$ cat config.mk
export PLATFORM = sky130hd
export DESIGN_NAME = wb_resp_delay_line
export DESIGN_NICKNAME = d
export VERILOG_FILES = /design/src/rtl/wb_model_pkg.sv /design/src/rtl/wb_resp_delay_line.sv
export SDC_FILE = /design/constraint.sdc
export NUM_CORES = 1
export LEC_CHECK = 0
export CAP_MARGIN = 20
export CELL_PAD_IN_SITES_DETAIL_PLACEMENT = 1
export CELL_PAD_IN_SITES_GLOBAL_PLACEMENT = 1
export CORE_MARGIN = 5
export CORE_UTILIZATION = 34
export CTS_BUF_LIST = sky130_fd_sc_hd__clkbuf_4 sky130_fd_sc_hd__clkbuf_8
export CTS_CLUSTER_SIZE = 20
export DETAILED_ROUTE_END_ITERATION = 8
export PLACE_DENSITY_LB_ADDON = 0.1
export REMOVE_ABC_BUFFERS = 1
export SLEW_MARGIN = 40
export SYNTH_ARGS = -nofsm -noshare
export SYNTH_HDL_FRONTEND = slang
export SYNTH_SLANG_ARGS = --single-unit
export TNS_END_PERCENT = 10
$ cat constraint.sdc
create_clock -name i_controller_clk -period 0.85 [get_ports i_controller_clk]
set_clock_uncertainty 0.05 [all_clocks]
set_input_delay 0.085 -clock i_controller_clk [delete_from_list [all_inputs] [get_ports i_controller_clk]]
set_output_delay 0.085 -clock i_controller_clk [all_outputs]
set_load 0.05 [all_outputs]
$ cat src/rtl/wb_model_pkg.sv
// Shared limits and the response-entry layout for the Wishbone DDR3 stand-in.
// Entry fields are sized for the widest supported bus; unused upper bits stay zero.
package wb_model_pkg;
    localparam int RESP_LATENCY_MAX = 16;
    localparam int OUTSTANDING_W    = 5;
    localparam int RESP_DATA_MAX    = 64;
    localparam int RESP_AUX_MAX     = 16;

    typedef struct packed {
        logic                     valid;
        logic                     we;
        logic [RESP_DATA_MAX-1:0] data;
        logic [RESP_AUX_MAX-1:0]  aux;
    } resp_entry_t;

    localparam int RESP_ENTRY_W = $bits(resp_entry_t);
endpackage

$ cat src/rtl/wb_resp_delay_line.sv
// Fixed-depth response pipe: entry in, head out DEPTH cycles later; no backpressure.
// Flush and reset both empty every stage in one edge.
module wb_resp_delay_line
    import wb_model_pkg::*;
#(
    parameter int DEPTH = 6
) (
    input  logic                    i_controller_clk,
    input  logic                    i_rst,
    input  logic                    i_flush,
    input  logic [RESP_ENTRY_W-1:0] i_entry,
    output logic [RESP_ENTRY_W-1:0] o_head
);
    resp_entry_t r_stage [DEPTH];

    always_ff @(posedge i_controller_clk) begin
        if (!i_rst || i_flush) begin
            for (int i = 0; i < DEPTH; i++) begin
                r_stage[i] <= '0;
            end
        end else begin
            r_stage[0] <= resp_entry_t'(i_entry);
            for (int i = 1; i < DEPTH; i++) begin
                r_stage[i] <= r_stage[i-1];
            end
        end
    end

    assign o_head = r_stage[DEPTH-1];
endmodule

==> flow_summary_export.csv <==
group,metric,value,unit
outcome,status,"finished, violations left",
outcome,violations,"setup timing",
drt,routed_wl,27000,µm
sta,fin_ws,-0.401,ns
setup_path,worst-path-stages,1,
setup_path,r2r-end,"r_stage[0][420]",
grt,grt_antenna_before_repair,0,
synth,synth-compound-area-share,0,%
grt,grt_pass1_vias,8990,
setup_path,critical_path_buf_inv_count,1,
pwr,clkPwrFrac,45.0,%
setup_path,r2r_start,"r_stage[0][338]",
pwr,p_comb_share,4.4,%
setup_path,end_kind,"output port",
clock_tree,cts_sinks,492,
synth,synth_largest_area_cell,"dfxtp_1",
synth,synth_mux_area_share,0,%
pwr,p_per_area,2240,nW/µm²
setup_path,crit_slowest_cell,"dfxtp_4",
clock_tree,cts.htree.levels,3,
synth,syn_area,15300,µm²
setup_path,max_stage_delay,0.37,ns
setup_path,timing_worst_setup_path_type,"flop to output port",
clock_tree,cts_buffers,83,
layout,area_growth,34.7,%
synth,netlist_instances,1175,
synth,synth_xor_area_share,0,%
placed_design,place_congestion,0.644,
setup_path,worstPathCellList,"buf_12",
drt,drt_iter0_drc,263,
sta,finalCriticalPeriod,1.25,ns
placed_design,io_buffers,166,
worst_hold_path,min_path_type,"primary input to flop",
grt,grt_start_max_net_pins,63,
pwr,power.switching,0.00960,W
sta,fmax,0.799,GHz
synth,avgSynthCellArea,13.0,µm²
worst_hold_path,holdPathEnd,"r_stage[0][23]",
clock_tree,clkLatencyLatePin,0.61,ns
sta,final-setup-viol-count,82,
clock_tree,root_buffer,"clkbuf_8",
clock_tree,clk_pin_slew,0.06,ns
die,initial_core_util,34.5,%
pwr,seqPwrFrac,50.6,%
placed_design,placed_cells,1803,
clock_tree,cts_tree,"built",
drt,viasPerCell,4.25,
synth,yosysWarnings,0,
layout,reg_top3,"r_stage: 492 flops",
die,die_x,222,µm
layout,layout.nets,1439,
worst_hold_path,hold_depth,2,
layout,finish.instance_area,20600,µm²
drt,detail_route.first_pass.iterations,4,
job,drv_cap,0,
worst_hold_path,hp-start,"i_entry[23]",
setup_path,rrSetupSlack,0.19,ns
setup_path,rr_worst_depth,1,
layout,antenna_cells,0,
layout,fin_cells,1999,
sta,relSlewSlack,83.4,%
synth,synth_top_cell_area_share,64.3,%
drt,drcViolationCount,0,
pwr,power_switching_share,20.8,%
layout,largest_register_ffs,492,
setup_path,required,0.71,ns
sta,period_share,147,%
layout,largest-register,"r_stage",
grt,grt_pass1_wl,45500,µm
die,num_rows,77,
pwr,vdd_drop_max,1.19,mV
setup_path,worst_setup_path_start_kind,"flop",
layout,drive_gt1_share,25.9,%
die,core_area,44400,µm²
setup_path,path_max_fanout,1,
layout,fin_util,46.5,%
synth,ys_types,5,
placed_design,place_hpwl,16500,µm
pwr,power.leakage,10.3,nW
pwr,intPower,0.0365,W
setup_path,worstPathArrival,1.12,ns
drt,vias,8486,
drt,post_drt_wl_per_cell,13.5,µm
synth,ys_seq_area_share,64.3,%
sta,tightest_slew,0.249,ns
die,dieArea,49400,µm²
clock_tree,ctsLongestPathBuffers,3,
sta,hold_violations,0,
grt,grt-ovfl-total,0,
placed_design,post-place-ws,-0.0930,ns
die,die_h,222,µm
synth,synth_simple_gate_area_share,28.1,%
sta,rsz0062_at_grt,"true",
placed_design,placed_area,18300,µm²
setup_path,path_delay_family,"flip-flops",
synth,yosys_register_bits,492,
drt,ant_nets,0,
synth,synthAdderAreaFrac,0,%
synth,synth_top_family_by_area,"simple AND/OR/NAND/NOR gates",
sta,slew_viol_final,0,
die,num_io_pins,167,
grt,grt_usage,11.0,%
synth,synth.area.top_cells,"dfxtp_1 (64%), and3b_1 (28%), buf_4 (4.0%)",
metrics by stage:
| step | total power, W | hold WS [ns] | setup TNS (ns) |
|---|---|---|---|
| 2_1_floorplan | 0.0243 | 0.191 | 0 |
| 6_report | 0.0461 | 0.0667 | -29.69 |
| 3_3_place_gp | 0.0257 | 0.346 | -16.34 |
| 3_5_place_dp | 0.0257 | 0.348 | -20.32 |
| 4_1_cts | 0.0473 | 0.00109 | -36.87 |
| 5_1_grt | 0.0486 | 0.000572 | -37.13 |
timing repair:
item	CTS	global route
gates resized for setup	87	2
hold buffers	56	2
endpoints found under the hold margin	213	1
setup buffers	0	0
setup endpoints to repair	82	413
power groups by stage:
stage,registers (W),clock network (W),logic (W)
finish,0.0234,0.0207,0.00204
global route,0.0234,0.0230,0.00222
CTS,0.0234,0.0219,0.00207
detailed placement,0.0239,0,0.00185
global placement,0.0239,0,0.00184
floorplan,0.0239,0,0.000403
worst max-delay path by stage:
stage	slack, ns	start	endpoint
6_report	-0.40	r_stage[0][454]	o_head[44]
5_1_grt	-0.49	r_stage[0][454]	o_head[44]
4_1_cts	-0.48	r_stage[0][454]	o_head[44]
3_5_place_dp	-0.09	i_flush	r_stage[0][113]
3_3_place_gp	-0.08	i_flush	r_stage[0][63]
2_1_floorplan	0.13	r_stage[0][410]	o_head[0]
cell usage after synthesis:
| cell | instances |
|---|---|
| and3b_1 | 492 |
| dfxtp_1 | 492 |
| buf_2 | 107 |
| clkbuf_1 | 2 |
| buf_4 | 82 |
routing by layer:
| metal | routed length (µm) | GRT usage, % |
|---|---|---|
| met1 | 12600 | 13.9 |
| met2 | 12500 | 17.4 |
| met3 | 1380 | 3.84 |
| met4 | 596 | 4.22 |
| met5 | 0 | 0 |
cell usage in the layout (no fill, tap or decap), drive strengths merged:
| master | count |
|---|---|
| and3b | 492 |
| clkbuf | 130 |
| clkinv | 4 |
| buf | 145 |
| dlygate4sd3 | 56 |
| dlymetal6s4s | 2 |
| dfxtp | 492 |
| clkinvlp | 1 |
| clkdlybuf4s50 | 82 |
| inv | 3 |
kinds of logic after synthesis:
logic type,count (synthesis)
and+or+nand+nor,492
buffers and inverters,191
DFF,492
layout make-up:
cell class,instances,area [µm²]
clock buffers,130,1610
multi-input cells,492,4310
fillers,4427,23800
well taps,592,741
flip-flops and latches,492,9960
repair buffers,285,3950
clock inverters,8,53.8
No activity file was read; power rests on OpenSTA's default activity.
